--- src/rtl/poly_music_core_pkg.sv ---
// Shared definitions for the multi-voice playback core.
//   ctrl_state_t : control FSM encodings (values match the legacy encodings)
//   GAIN_*       : per-voice gain codes carried on voice_gain
package poly_music_core_pkg;

    typedef enum logic [1:0] {
        ST_PAUSED  = 2'd0,
        ST_PLAYING = 2'd1,
        ST_ADVANCE = 2'd2
    } ctrl_state_t;

    localparam logic [1:0] GAIN_MUTE = 2'd0;
    localparam logic [1:0] GAIN_QTR  = 2'd1;
    localparam logic [1:0] GAIN_HALF = 2'd2;
    localparam logic [1:0] GAIN_FULL = 2'd3;

endpackage

--- src/rtl/poly_music_core_sample_mixer.sv ---
// sample_mixer: applies a per-voice gain shift, sums all voices in a widened
// accumulator, saturates to the sample range and registers the result.
//   clk, reset     : clock, asynchronous active-high reset
//   voice_samples  : NUM_VOICES signed samples, voice v at [v*SAMPLE_W +: SAMPLE_W]
//   voice_gain     : NUM_VOICES 2-bit gain codes, voice v at [v*2 +: 2]
//   sample_ready   : load the mixed result into pending this cycle
//   pending        : registered saturated mix (held until the next sample_ready)
module sample_mixer
    import poly_music_core_pkg::*;
#(
    parameter int NUM_VOICES = 3,
    parameter int SAMPLE_W   = 16
) (
    input  logic                           clk,
    input  logic                           reset,
    input  logic [NUM_VOICES*SAMPLE_W-1:0] voice_samples,
    input  logic [NUM_VOICES*2-1:0]        voice_gain,
    input  logic                           sample_ready,
    output logic [SAMPLE_W-1:0]            pending
);

    localparam int SUM_W = SAMPLE_W + $clog2(NUM_VOICES);

    // Sample range limits expressed in the wide accumulator width.
    localparam logic signed [SUM_W-1:0] SAT_MAX =
        {{(SUM_W-SAMPLE_W+1){1'b0}}, {(SAMPLE_W-1){1'b1}}};
    localparam logic signed [SUM_W-1:0] SAT_MIN =
        {{(SUM_W-SAMPLE_W+1){1'b1}}, {(SAMPLE_W-1){1'b0}}};

    logic signed [SAMPLE_W-1:0] voice_x;
    logic signed [SAMPLE_W-1:0] scaled;
    logic signed [SUM_W-1:0]    sum;
    logic        [SAMPLE_W-1:0] mixed;

    always_comb begin
        sum     = '0;
        voice_x = '0;
        scaled  = '0;
        for (int unsigned v = 0; v < NUM_VOICES; v++) begin
            voice_x = voice_samples[v*SAMPLE_W +: SAMPLE_W];
            case (voice_gain[v*2 +: 2])
                GAIN_QTR:  scaled = voice_x >>> 2;
                GAIN_HALF: scaled = voice_x >>> 1;
                GAIN_FULL: scaled = voice_x;
                default:   scaled = '0;
            endcase
            sum = sum + SUM_W'(scaled);
        end
    end

    always_comb begin
        if (sum > SAT_MAX) begin
            mixed = SAT_MAX[SAMPLE_W-1:0];
        end else if (sum < SAT_MIN) begin
            mixed = SAT_MIN[SAMPLE_W-1:0];
        end else begin
            mixed = sum[SAMPLE_W-1:0];
        end
    end

    always_ff @(posedge clk or posedge reset) begin
        if (reset) begin
            pending <= '0;
        end else if (sample_ready) begin
            pending <= mixed;
        end
    end

endmodule

--- src/rtl/poly_music_core.sv ---
// poly_music_core: playback core for the multi-voice player. Play/pause/next
// control FSM, codec frame sync, pause-gated beat generation, weighted voice
// mixing (via sample_mixer) and a one-deep output buffer with underrun report.
//   clk, reset           : clock, asynchronous active-high reset
//   play_button          : one-pulse, toggle play/pause
//   next_button          : one-pulse, advance to the next song
//   song_done            : song reader reached end of song (acted on while playing)
//   new_frame            : raw codec frame strobe (level)
//   voice_samples        : signed voice samples, voice v at [v*SAMPLE_W +: SAMPLE_W]
//   voice_gain           : 2-bit gain code per voice
//   sample_ready         : voice_samples valid this cycle
//   play                 : 1 while playing
//   current_song         : selected song index
//   reset_player         : one-cycle pulse resetting the song reader
//   beat                 : one-cycle beat pulse
//   generate_next_sample : one-cycle pulse per codec frame
//   sample_out           : sample to codec, stable between frames
//   underrun             : one-cycle pulse when a frame found no new mix
module poly_music_core
    import poly_music_core_pkg::*;
#(
    parameter int NUM_SONGS  = 4,
    parameter int SONG_W     = 2,
    parameter int NUM_VOICES = 3,
    parameter int SAMPLE_W   = 16,
    parameter int BEAT_COUNT = 1000,
    parameter int BEAT_W     = 10
) (
    input  logic                           clk,
    input  logic                           reset,
    input  logic                           play_button,
    input  logic                           next_button,
    input  logic                           song_done,
    input  logic                           new_frame,
    input  logic [NUM_VOICES*SAMPLE_W-1:0] voice_samples,
    input  logic [NUM_VOICES*2-1:0]        voice_gain,
    input  logic                           sample_ready,
    output logic                           play,
    output logic [SONG_W-1:0]              current_song,
    output logic                           reset_player,
    output logic                           beat,
    output logic                           generate_next_sample,
    output logic [SAMPLE_W-1:0]            sample_out,
    output logic                           underrun
);

    ctrl_state_t         state;
    ctrl_state_t         next_state;
    logic                new_frame_d;
    logic [BEAT_W-1:0]   beat_cnt;
    logic                valid;
    logic [SAMPLE_W-1:0] pending;

    // ---------------- control FSM ----------------
    always_comb begin
        next_state = state;
        case (state)
            ST_PAUSED: begin
                if (next_button) begin
                    next_state = ST_ADVANCE;
                end else if (play_button) begin
                    next_state = ST_PLAYING;
                end
            end
            ST_PLAYING: begin
                if (next_button || song_done) begin
                    next_state = ST_ADVANCE;
                end else if (play_button) begin
                    next_state = ST_PAUSED;
                end
            end
            ST_ADVANCE: next_state = ST_PAUSED;
            default:    next_state = ST_PAUSED;
        endcase
    end

    // play and reset_player are registered from next_state so they line up
    // exactly with the state they describe.
    always_ff @(posedge clk or posedge reset) begin
        if (reset) begin
            state        <= ST_PAUSED;
            play         <= 1'b0;
            reset_player <= 1'b0;
            current_song <= '0;
        end else begin
            state        <= next_state;
            play         <= (next_state == ST_PLAYING);
            reset_player <= (next_state == ST_ADVANCE);
            if (state == ST_ADVANCE) begin
                if (current_song == SONG_W'(NUM_SONGS-1)) begin
                    current_song <= '0;
                end else begin
                    current_song <= current_song + 1'b1;
                end
            end
        end
    end

    // ---------------- frame sync ----------------
    always_ff @(posedge clk or posedge reset) begin
        if (reset) begin
            new_frame_d          <= 1'b0;
            generate_next_sample <= 1'b0;
        end else begin
            new_frame_d          <= new_frame;
            generate_next_sample <= new_frame & ~new_frame_d;
        end
    end

    // ---------------- beat ----------------
    always_ff @(posedge clk or posedge reset) begin
        if (reset) begin
            beat_cnt <= '0;
            beat     <= 1'b0;
        end else begin
            beat <= 1'b0;
            if (reset_player) begin
                beat_cnt <= '0;
            end else if (generate_next_sample && play) begin
                if (beat_cnt == BEAT_W'(BEAT_COUNT-1)) begin
                    beat_cnt <= '0;
                    beat     <= 1'b1;
                end else begin
                    beat_cnt <= beat_cnt + 1'b1;
                end
            end
        end
    end

    // ---------------- mixer ----------------
    sample_mixer #(
        .NUM_VOICES (NUM_VOICES),
        .SAMPLE_W   (SAMPLE_W)
    ) u_mixer (
        .clk           (clk),
        .reset         (reset),
        .voice_samples (voice_samples),
        .voice_gain    (voice_gain),
        .sample_ready  (sample_ready),
        .pending       (pending)
    );

    // ---------------- output buffer ----------------
    // A frame reads the old pending value on the same edge the mixer writes a
    // new one, so a coincident sample_ready keeps valid set for the new mix.
    always_ff @(posedge clk or posedge reset) begin
        if (reset) begin
            sample_out <= '0;
            valid      <= 1'b0;
            underrun   <= 1'b0;
        end else begin
            underrun <= 1'b0;
            if (generate_next_sample) begin
                if (!play) begin
                    sample_out <= '0;
                end else if (valid) begin
                    sample_out <= pending;
                end else begin
                    underrun <= 1'b1;
                end
            end
            if (sample_ready) begin
                valid <= 1'b1;
            end else if (generate_next_sample && play) begin
                valid <= 1'b0;
            end
        end
    end

endmodule

--- config.mk ---
export PLATFORM = sky130hd
export DESIGN_NAME = poly_music_core
export DESIGN_NICKNAME = d
export VERILOG_FILES = /design/src/rtl/poly_music_core_pkg.sv /design/src/rtl/poly_music_core_sample_mixer.sv /design/src/rtl/poly_music_core.sv
export SDC_FILE = /design/constraint.sdc
export NUM_CORES = 1
export LEC_CHECK = 0
export BUFFER_PORTS_ARGS = -buffer_cell sky130_fd_sc_hd__buf_4
export CAP_MARGIN = 40
export CORE_ASPECT_RATIO = 0.8
export CORE_UTILIZATION = 60
export CTS_CLUSTER_SIZE = 30
export DETAILED_ROUTE_END_ITERATION = 12
export PLACE_DENSITY_LB_ADDON = 0.1
export SYNTH_ARGS = -nofsm -noshare
export SYNTH_HDL_FRONTEND = slang
export SYNTH_SLANG_ARGS = --single-unit
--- constraint.sdc ---
create_clock -name clk -period 4 [get_ports clk]
set_input_delay 0.2 -clock clk [delete_from_list [all_inputs] [get_ports clk]]
set_output_delay 0.2 -clock clk [all_outputs]
set_load 0.05 [all_outputs]
==> results.md, run 1 <==
* Max-slew violation count at 0
* Final hold viol count at 0
* Vias in the first global route at between 3000 and 4000
* Slowest stage cell, crit path: fa_1
* DRC viols at 0
* CTS Root Cell: clkbuf_8
* Design Area, Final at 0.00533 mm²
* Filler instances at slightly above 600
* Sequential cell area fraction in the yosys report at 0.290
* Largest net degree at the start of global routing at 37
* # Post-CTS Setup Buffers at 0
* Ant. Diodes at 0
* Total grt overflow at 0
* Crit path required time at 4.17 ns
* Final setup violation count at 0
* Wire length per cell at 13.7 µm
* Run status: finished, final reports clean
* Row count at 28
* Die area at approximately 0.0080 mm²
* Iter 0 DRT Violations at approximately 250
* Async SR Flop Fraction at 1.00
* Detail-routed via count per cell at 5.67
* FMAX at 275 MHz
* Int Pwr at ~1.2 mW
* Actual slew at the worst max-slew pin at around 0.62 ns
* Endpoint class of the critical path: flop
* Die width at about 100 µm
* Gate power share at 0.524
* Final min period at 3.63 ns
* Worst Path Buf+Inv at 1
* Final Cycle Share at 0.908
* Quantity of hold-fixing buffers added after cts at 2
* Post-synth EDFFs at 0
* Post-DP Area at about 0.0052 mm²
* GP Congestion at 0.842
* P_leak at ~2.6 nW
* RSZ-0062 raised after global routing: false
* Core footprint at between 0.007 and 0.008 mm²
* Vias at roughly 4200
* Synth Warn # at 0
* # placed instances at 733
* Sw Pwr at ~940 µW
* Hold Path Class: input port to flop
* Setup CP Type: input port to flop
* Critical path arrival at approximately 3.8 ns
* Resized Gates After CTS at 0
* Die H at about 80 µm
* Clock Path Buffers at 2
* Initial antenna violation count at 0
* Synth cell types at 60
* Final ANT Viol Nets at 0
* Layout cell share with drive strength beyond 1 at 0.199
* Pwr/cell area at between 400 and 500 mW/mm²
* Post-Syn Area at between 0.004 and 0.005 mm²
* Area Growth Syn to Fin at 16.5%
* DRT Pass-1 Iters at 5
* Worst slew margin at 0.582
* TritonCTS clock tree: yes
* I/O pins at 84
* TNS Setup at 0 ns
* Max incr delay on CP at between 0.5 and 0.6 ns
* Total track usage at 0.271
* Syn Nets at around 670
* Clk_lat worst skew at between 0.3 and 0.4 ns
* Clock skew at around 0.0085 ns
* Top FF cell, synth: dfrtp_1
* Peak fanout along the critical path at 20
* Number of port buffers at 83
* Clk pin slew, worst setup/hold paths at ~0.090 ns
* H-tree depth at 2
* Register share of total power at 0.342
* Non-filler cells in the finished layout at approximately 740
* Worst setup SP type: input port
* Total CTS buffers at 5
* First-pass GRT wire length at 17300 µm
* Switching Share at 0.433
* Initial Util at 0.619
* # clock sinks at 53
* Post-detail-place hpwl at between 8000 and 9000 µm
* WL final at ~10000 µm
* Clk pwr share at 0.134
* Max-cap violations at 0
* Post-Synthesis Mean Instance Area at 8.03 µm²
* Worst vdd ir at around 0.00043 V
* Gate count after technology mapping at 570
* Post-synthesis register bit count at 53
* CP delay by family, top: compound AO/OA/AOI/OAI gates
* CP Cell Sequence: buf_4 -> and2_1 -> o21ai_0 -> o21ai_0 -> fa_1 -> ha_1 -> fa_1 -> a211oi_1 -> o21ba_2 -> o221ai_2 -> nor2_4 -> o221ai_4 -> or2_4 -> a21oi_4 -> a311oi_1
* Nets at roughly 730
per-layer routing:
metal	up-vias	GRT usage	wire (µm)
li1	2116	-	-
met3	8	0.0339	443
met5	-	0	0
met2	119	0.440	4750
met4	0	0.0515	61
met1	1971	0.392	4940
power by group through the flow:
stage                     Clock [mW]  Combinational [mW]  Sequential [mW]
after detailed placement           0                1.14            0.752
final                          0.293                1.14            0.746
after global routing           0.324                1.27            0.760
after CTS                      0.302                1.14            0.744
after floorplan                    0               0.781            0.829
after global placement             0                1.10            0.750
registers in the layout (all words and copies together), names as in the netlist:
register / flops
sample_out: 16
u_mixer.pending: 16
beat_cnt: 10
current_song: 2
state: 2
beat: 1
generate_next_sample: 1
new_frame_d: 1
play: 1
reset_player: 1
underrun: 1
valid: 1
worst paths after layout:
kind,from,end,slack (ns),depth (start not counted)
max,voice_gain[3],u_mixer.pending[4],0.37,15
min,next_button,state[0],0.06,2
max reg2reg,beat_cnt[0],beat_cnt[8],2.03,7
min reg2reg,new_frame_d,generate_next_sample,0.41,1
max in group asynchronous,reset,u_mixer.pending[14],3.06,4
min in group asynchronous,reset,beat_cnt[8],0.42,3
placed cells by master, fill, tap and decap left out, drive strengths merged, types with 9 or more instances in the layout:
master	n
nand2	59
fa	17
dfrtp	53
o21ai	55
inv	60
buf	88
a311oi	12
mux2	9
nor2	68
nand3	12
a21oi	66
a22o	12
ha	18
a211oi	10
cell type report:
type                       instances  area [µm²]  area share
clock buffer                       7        76.3      0.0143
clock inverter                     1        7.51     0.00141
inverter                          60         225      0.0423
multi-input combinational        427        2870       0.539
sequential                        53        1330       0.249
tap                              105         131      0.0247
timing repair buffer              90         691       0.130
Yosys cell counts, types with 11 or more instances:
library cell,count,area share
a311oi_1,11,0.021
inv_1,60,0.049
fa_1,17,0.074
nor2_1,66,0.054
a21oi_1,65,0.071
o21ai_0,53,0.058
nand3_1,12,0.013
a22o_1,12,0.023
dfrtp_1,53,0.29
clkbuf_1,22,0.018
ha_1,18,0.049
nand2_1,59,0.048
kinds of logic after synthesis:
group                    count (synthesis)  synth area share
flip-flops                              53             0.290
AO/OA/AOI/OAI                          187             0.270
XOR/XNOR                                14            0.0284
AND/OR/NAND/NOR                        177             0.173
buffers and inverters                   90            0.0823
multiplexers                            14            0.0331
adder cells (fa/ha/maj)                 35             0.124
through the flow:
step | power (mW) | util | worst slack, ns | hold WS [ns]
final | 2.18 | 0.721 | 0.368 | 0.0583
after global routing | 2.36 | 0.721 | 0.0777 | 0.0467
after CTS | 2.19 | 0.721 | 0.378 | 0.0479
after detailed placement | 1.89 | 0.707 | 0.0532 | 0.216
after global placement | 1.85 | 0.703 | 0.209 | 0.316
after floorplan | 1.61 | - | 0.222 | 0.231
No activity file was read; power rests on OpenSTA's default activity.
==> run 2, diff against run 1 <==
CORE_ASPECT_RATIO = 0.6   (was 0.8)
==> results.md, run 2 (synthesis results as in run 1) <==
* Hold_sp: new_frame (was next_button)
* Largest regs: sample_out (16), u_mixer.pending (16), beat_cnt (10) (unchanged)
* Int Pwr at 1.47 mW (was 1.24 mW)
* Resized Gates After CTS at 0 (unchanged)
* Initial antenna violation count at 0 (unchanged)
* Critical path arrival at 3.84 ns (was 3.80 ns)
* I/O pins at 84 (unchanged)
* Met1 usage at 0.440 (was 0.392)
* Clk_lat worst skew at 0.29 ns (was 0.31 ns)
* Final Cycle Share at 0.923 (was 0.908)
* Crit path required time at 4.15 ns (was 4.17 ns)
* # placed instances at 731 (was 733)
* Setup slack, reg-to-reg at 2.04 ns (was 2.03 ns)
* DRC viols at 0 (unchanged)
* TritonCTS clock tree: yes (unchanged)
* Final ANT Viol Nets at 0 (unchanged)
* Hold Path Class: input port to flop (unchanged)
* Pwr/cell area at 456 mW/mm² (was 409 mW/mm²)
* Total CTS buffers at 5 (unchanged)
* Max-cap violations at 0 (unchanged)
* Worst hold path cell count at 1 (was 2)
* Iter 0 DRT Violations at 339 (was 245)
* Slowest stage cell, crit path: fa_1 (unchanged)
* FMAX at 271 MHz (was 275 MHz)
* Setup CP Type: input port to flop (unchanged)
* Worst setup SP type: input port (unchanged)
* GR peak layer: met2 (unchanged)
* Tot Pwr at 2.47 mW (was 2.18 mW)
* Clk pwr share at 0.223 (was 0.134)
* RSZ-0062 raised after global routing: false (unchanged)
* P_leak at 2.60 nW (was 2.56 nW)
* DRT Pass-1 Iters at 5 (unchanged)
* Post-DP Area at 0.00522 mm² (was 0.00523 mm²)
* Die area at 0.00799 mm² (was 0.00798 mm²)
* Clock Path Buffers at 2 (unchanged)
* Hold EP: new_frame_d (was state[0])
* Ant. Diodes at 0 (unchanged)
* Run status: finished, final reports clean (unchanged)
* Nets at 731 (was 733)
* Final min period at 3.69 ns (was 3.63 ns)
* Design Area, Final at 0.00542 mm² (was 0.00533 mm²)
* Post-detail-place hpwl at 8380 µm (was 8240 µm)
* Die width at 115 µm (was 99.6 µm)
* Peak fanout along the critical path at 30 (was 20)
* WL final at 10900 µm (was 10200 µm)
* Worst r2r dst: beat_cnt[8] (unchanged)
* Row count at 24 (was 28)
* Sw Pwr at 1.00 mW (was 944 µW)
* CTS Root Cell: clkbuf_16 (was clkbuf_8)
* TNS Setup at 0 ns (unchanged)
* Non-filler cells in the finished layout at 740 (was 743)
* Clk pin slew, worst setup/hold paths at 0.07 ns (was 0.09 ns)
* Largest net degree at the start of global routing at 34 (was 37)
* Most common cell after layout, fill and taps aside: buf_4 (unchanged)
* GP Congestion at 0.902 (was 0.842)
* Switching Share at 0.406 (was 0.433)
* Quantity of hold-fixing buffers added after cts at 1 (was 2)
* First-pass GRT wire length at 18300 µm (was 17300 µm)
* Endpoint class of the critical path: flop (unchanged)
* Final hold viol count at 0 (unchanged)
* Actual slew at the worst max-slew pin at 0.687 ns (was 0.623 ns)
* Final setup violation count at 0 (unchanged)
* Detail-routed via count per cell at 5.75 (was 5.67)
* CP delay by family, top: compound AO/OA/AOI/OAI gates (unchanged)
* Max-slew violation count at 0 (unchanged)
* Total track usage at 0.290 (was 0.271)
* CP Depth at 14 (was 15)
* Die H at 69.6 µm (was 80.1 µm)
* Layout cell share with drive strength beyond 1 at 0.201 (was 0.199)
* FF-to-FF path depth at 7 (unchanged)
* H-tree depth at 2 (unchanged)
* Reg-to-Reg Start: beat_cnt[0] (unchanged)
* Core footprint at 0.00733 mm² (was 0.00739 mm²)
* Gate power share at 0.474 (was 0.524)
* Wire length per cell at 14.8 µm (was 13.7 µm)
* Min Hold Slack at 0.0236 ns (was 0.0583 ns)
* # clock sinks at 53 (unchanged)
* Vias at 4256 (was 4214)
* Worst vdd ir at 0.000422 V (was 0.000429 V)
* Worst slew margin at 0.540 (was 0.582)
* Worst Path Buf+Inv at 2 (was 1)
* Most frequent cells in the layout: buf_4 (86), nor2_1 (66), a21oi_1 (65) (unchanged)
* M2 GR Usage at 0.447 (was 0.440)
* Initial Util at 0.624 (was 0.619)
* # Post-CTS Setup Buffers at 0 (unchanged)
* Number of port buffers at 83 (unchanged)
* Register share of total power at 0.303 (was 0.342)
* Max incr delay on CP at 0.43 ns (was 0.51 ns)
* Area Growth Syn to Fin at 18.5% (was 16.5%)
* Clock skew at 0.00444 ns (was 0.00849 ns)
* Vias in the first global route at 3820 (was 3888)
* Grt met3 use at 0.0446 (was 0.0339)
* Total grt overflow at 0 (unchanged)
* CP Cell Sequence: buf_4 -> mux2_2 -> a21oi_1 -> fa_1 -> inv_1 -> ha_1 -> a211oi_2 -> o21ai_2 -> o311ai_2 -> a21boi_1 -> o2111a_1 -> a211oi_1 -> nor4b_2 -> a2111oi_2 (was buf_4 -> and2_1 -> o21ai_0 -> o21ai_0 -> fa_1 -> ha_1 -> fa_1 -> a211oi_1 -> o21ba_2 -> o221ai_2 -> nor2_4 -> o221ai_4 -> or2_4 -> a21oi_4 -> a311oi_1)
[run 2: cell count changes in the layout (fill, tap and decap cells not counted)]
| cell | change |
|---|---|
| clkbuf_16 | +5 |
| dlygate4sd3_1 | -1 |
| clkbuf_8 | -5 |
| clkinvlp_4 | -1 |
| clkbuf_1 | -2 |
| buf_2 | -1 |
| clkinv_2 | +1 |
| bufinv_16 | +2 |
[run 2: worst max-delay path by stage]
stage	startpoint	to	slack, ns
2_1_floorplan	voice_gain[1]	u_mixer.pending[10]	0.22
3_3_place_gp	voice_gain[1]	u_mixer.pending[14]	0.23
3_5_place_dp	voice_gain[3]	u_mixer.pending[3]	0.10
4_1_cts	voice_gain[3]	u_mixer.pending[8]	0.34
5_1_grt	voice_gain[1]	u_mixer.pending[14]	0.07
6_report	voice_gain[1]	u_mixer.pending[14]	0.31
[run 2: power groups by stage]
stage / clock [mW] / combinational (mW) / sequential, mW
global route: 0.577 / 1.28 / 0.761
floorplan: 0 / 0.781 / 0.829
global placement: 0 / 1.10 / 0.748
finish: 0.550 / 1.17 / 0.750
CTS: 0.557 / 1.16 / 0.744
detailed placement: 0 / 1.14 / 0.752
[run 2: through the flow]
step           utilization  setup WS [ns]
6_report             0.740          0.309
5_1_grt              0.740         0.0732
4_1_cts              0.740          0.343
3_5_place_dp         0.712          0.102
3_3_place_gp         0.710          0.229
2_1_floorplan            -          0.222
[run 2: cell type report]
type / count / area [µm²]
Clock buffer: 5 / 125
Multi-Input combinational cell: 427 / 2870
Timing Repair Buffer: 88 / 676
Clock inverter: 3 / 65.1
Sequential cell: 53 / 1330
Inverter: 60 / 225
Fill cell: 580 / 1910
Tap cell: 104 / 130
[run 2: metal layers]
metal	routed length (µm)	vias up
met4	28	0
met3	573	4
met5	0	-
met1	5470	1996
met2	4870	136
li1	-	2120
==> run 3, diff against run 2 <==
REMOVE_ABC_BUFFERS = 1   (was not set)
==> results.md, run 3 (synthesis results as in run 1) <==
* Actual slew at the worst max-slew pin at 0.673 ns (was 0.687 ns)
* TritonCTS clock tree: yes (unchanged)
* Final hold viol count at 0 (unchanged)
* Area Growth Syn to Fin at 18.4% (was 18.5%)
* Vias at 4285 (was 4256)
* Worst slew margin at 0.549 (was 0.540)
* Slowest stage cell, crit path: fa_1 (unchanged)
* Quantity of hold-fixing buffers added after cts at 0 (was 1)
* Critical path arrival at 3.90 ns (was 3.84 ns)
* Number of port buffers at 83 (unchanged)
* Hold Path Class: input port to flop (unchanged)
* Layout cell share with drive strength beyond 1 at 0.205 (was 0.201)
* Clock Path Buffers at 2 (unchanged)
* TNS Setup at 0 ns (unchanged)
* DRT Pass-1 Iters at 6 (was 5)
* GP Congestion at 0.911 (was 0.902)
* Setup slack, reg-to-reg at 2.03 ns (was 2.04 ns)
* Multi-input gate area at 0.00287 mm² (unchanged)
* Gate power share at 0.483 (was 0.474)
* Largest regs: sample_out (16), u_mixer.pending (16), beat_cnt (10) (unchanged)
* Filler instances at 584 (was 580)
* DRC viols at 0 (unchanged)
* Design Area, Final at 0.00542 mm² (about the same)
* Most common cell after layout, fill and taps aside: buf_4 (unchanged)
* Initial Util at 0.624 (unchanged)
* Final Cycle Share at 0.937 (was 0.923)
* Total track usage at 0.292 (was 0.290)
* Switching Share at 0.407 (was 0.406)
* # clock sinks at 53 (unchanged)
* Pwr/cell area at 448 mW/mm² (was 456 mW/mm²)
* Vias in the first global route at 3990 (was 3820)
* Die area at 0.00799 mm² (unchanged)
* Max incr delay on CP at 0.50 ns (was 0.43 ns)
* Run status: finished, final reports clean (unchanged)
* Most frequent cells in the layout: buf_4 (89), nor2_1 (66), a21oi_1 (65) (was buf_4 (86), nor2_1 (66), a21oi_1 (65))
* Largest net degree at the start of global routing at 54 (was 34)
* Worst setup SP type: input port (unchanged)
* Ant. Diodes at 0 (unchanged)
* Die width at 115 µm (unchanged)
* CTS Root Cell: clkbuf_16 (unchanged)
* Clk pin slew, worst setup/hold paths at 0.07 ns (about the same)
* Register share of total power at 0.306 (was 0.303)
* H-tree depth at 2 (unchanged)
* Clock skew at 0.00460 ns (was 0.00444 ns)
* Int Pwr at 1.44 mW (was 1.47 mW)
* CP Cell Sequence: buf_4 -> and2_1 -> o21ai_0 -> o21ai_0 -> fa_1 -> ha_1 -> fa_1 -> a211oi_1 -> o21ba_2 -> o221ai_2 -> o22ai_1 -> xor2_1 -> inv_1 -> o21ai_4 -> a311oi_1 (was buf_4 -> mux2_2 -> a21oi_1 -> fa_1 -> inv_1 -> ha_1 -> a211oi_2 -> o21ai_2 -> o311ai_2 -> a21boi_1 -> o2111a_1 -> a211oi_1 -> nor4b_2 -> a2111oi_2)
* Core footprint at 0.00733 mm² (unchanged)
* Max-cap violations at 0 (unchanged)
* Sw Pwr at 987 µW (was 1.00 mW)
* Final ANT Viol Nets at 0 (unchanged)
* Endpoint class of the critical path: flop (unchanged)
* Row count at 24 (unchanged)
* Die H at 69.6 µm (unchanged)
* Setup CP Type: input port to flop (unchanged)
* Non-filler cells in the finished layout at 742 (was 740)
* Post-detail-place hpwl at 8240 µm (was 8380 µm)
* Total CTS buffers at 5 (unchanged)
* Nets at 733 (was 731)
* Iter 0 DRT Violations at 287 (was 339)
* I/O pins at 84 (unchanged)
* Worst vdd ir at 0.000391 V (was 0.000422 V)
* Final min period at 3.75 ns (was 3.69 ns)
* Storage element area at 0.00133 mm² (unchanged)
* Crit path required time at 4.16 ns (was 4.15 ns)
* Wire length per cell at 14.6 µm (was 14.8 µm)
* # placed instances at 733 (was 731)
* Min Hold Slack at 0.0175 ns (was 0.0236 ns)
* P_leak at 2.60 nW (about the same)
* Post-DP Area at 0.00522 mm² (about the same)
* Initial antenna violation count at 0 (unchanged)
* Final setup violation count at 0 (unchanged)
* Clk pwr share at 0.211 (was 0.223)
* Clk_lat worst skew at 0.30 ns (was 0.29 ns)
* Final core utilization at 0.739 (was 0.740)
* Worst hold path cell count at 1 (unchanged)
* FMAX at 267 MHz (was 271 MHz)
* FF-to-FF path depth at 7 (unchanged)
* Max-slew violation count at 0 (unchanged)
* Peak fanout along the critical path at 18 (was 30)
* Total grt overflow at 0 (unchanged)
* WL final at 10800 µm (was 10900 µm)
* Detail-routed via count per cell at 5.77 (was 5.75)
* First-pass GRT wire length at 18500 µm (was 18300 µm)
run 3: routing by layer:
metal	track usage	up-vias	part of all wire
met5	0	-	0
met4	0.0476	0	0.012
met3	0.0848	15	0.080
met2	0.448	171	0.45
met1	0.416	1986	0.46
li1	-	2113	-
run 3: path summary, 6_finish.rpt:
path,start,endpoint
setup / recovery,voice_gain[3],u_mixer.pending[5]
hold / removal,new_frame,new_frame_d
setup reg to reg,beat_cnt[0],beat_cnt[8]
hold reg to reg,new_frame_d,generate_next_sample
max in group asynchronous,reset,beat_cnt[5]
min in group asynchronous,reset,new_frame_d
run 3: layout make-up:
type | instances | share of cell area
sequential | 53 | 0.245
multi-input combinational | 427 | 0.530
tap | 104 | 0.0240
clock buffer | 6 | 0.0256
clock inverter | 2 | 0.00693
timing repair buffer | 90 | 0.127
inverter | 60 | 0.0416
run 3: worst max-delay path: cells and delay by family:
kind | cells | cell delay (ns)
adders and majority gates | 3 | 1.20
buffers and inverters | 2 | 0.35
and+or+nand+nor | 1 | 0.17
AOI/OAI and AO/OA | 8 | 1.81
xor gates and xnor gates | 1 | 0.17
run 3: per-stage QoR:
step	worst slack [ns]	power, mW
4_1_cts	0.274	2.40
3_3_place_gp	0.201	1.84
6_report	0.254	2.42
3_5_place_dp	-0.0228	1.88
5_1_grt	-0.0158	2.59
2_1_floorplan	0.644	1.56
run 3: power by group through the flow:
stage          Combinational (mW)  Sequential [mW]  Clock, mW
2_1_floorplan               0.731            0.832          0
3_3_place_gp                 1.10            0.741          0
3_5_place_dp                 1.14            0.747          0
4_1_cts                      1.15            0.738      0.514
5_1_grt                      1.30            0.754      0.534
6_report                     1.17            0.742      0.511
run 3: what timing repair did:
item | in CTS | in global routing
resized for setup | 0 | 0
endpoints found under the setup margin | 0 | 1
setup buffers | 0 | 1
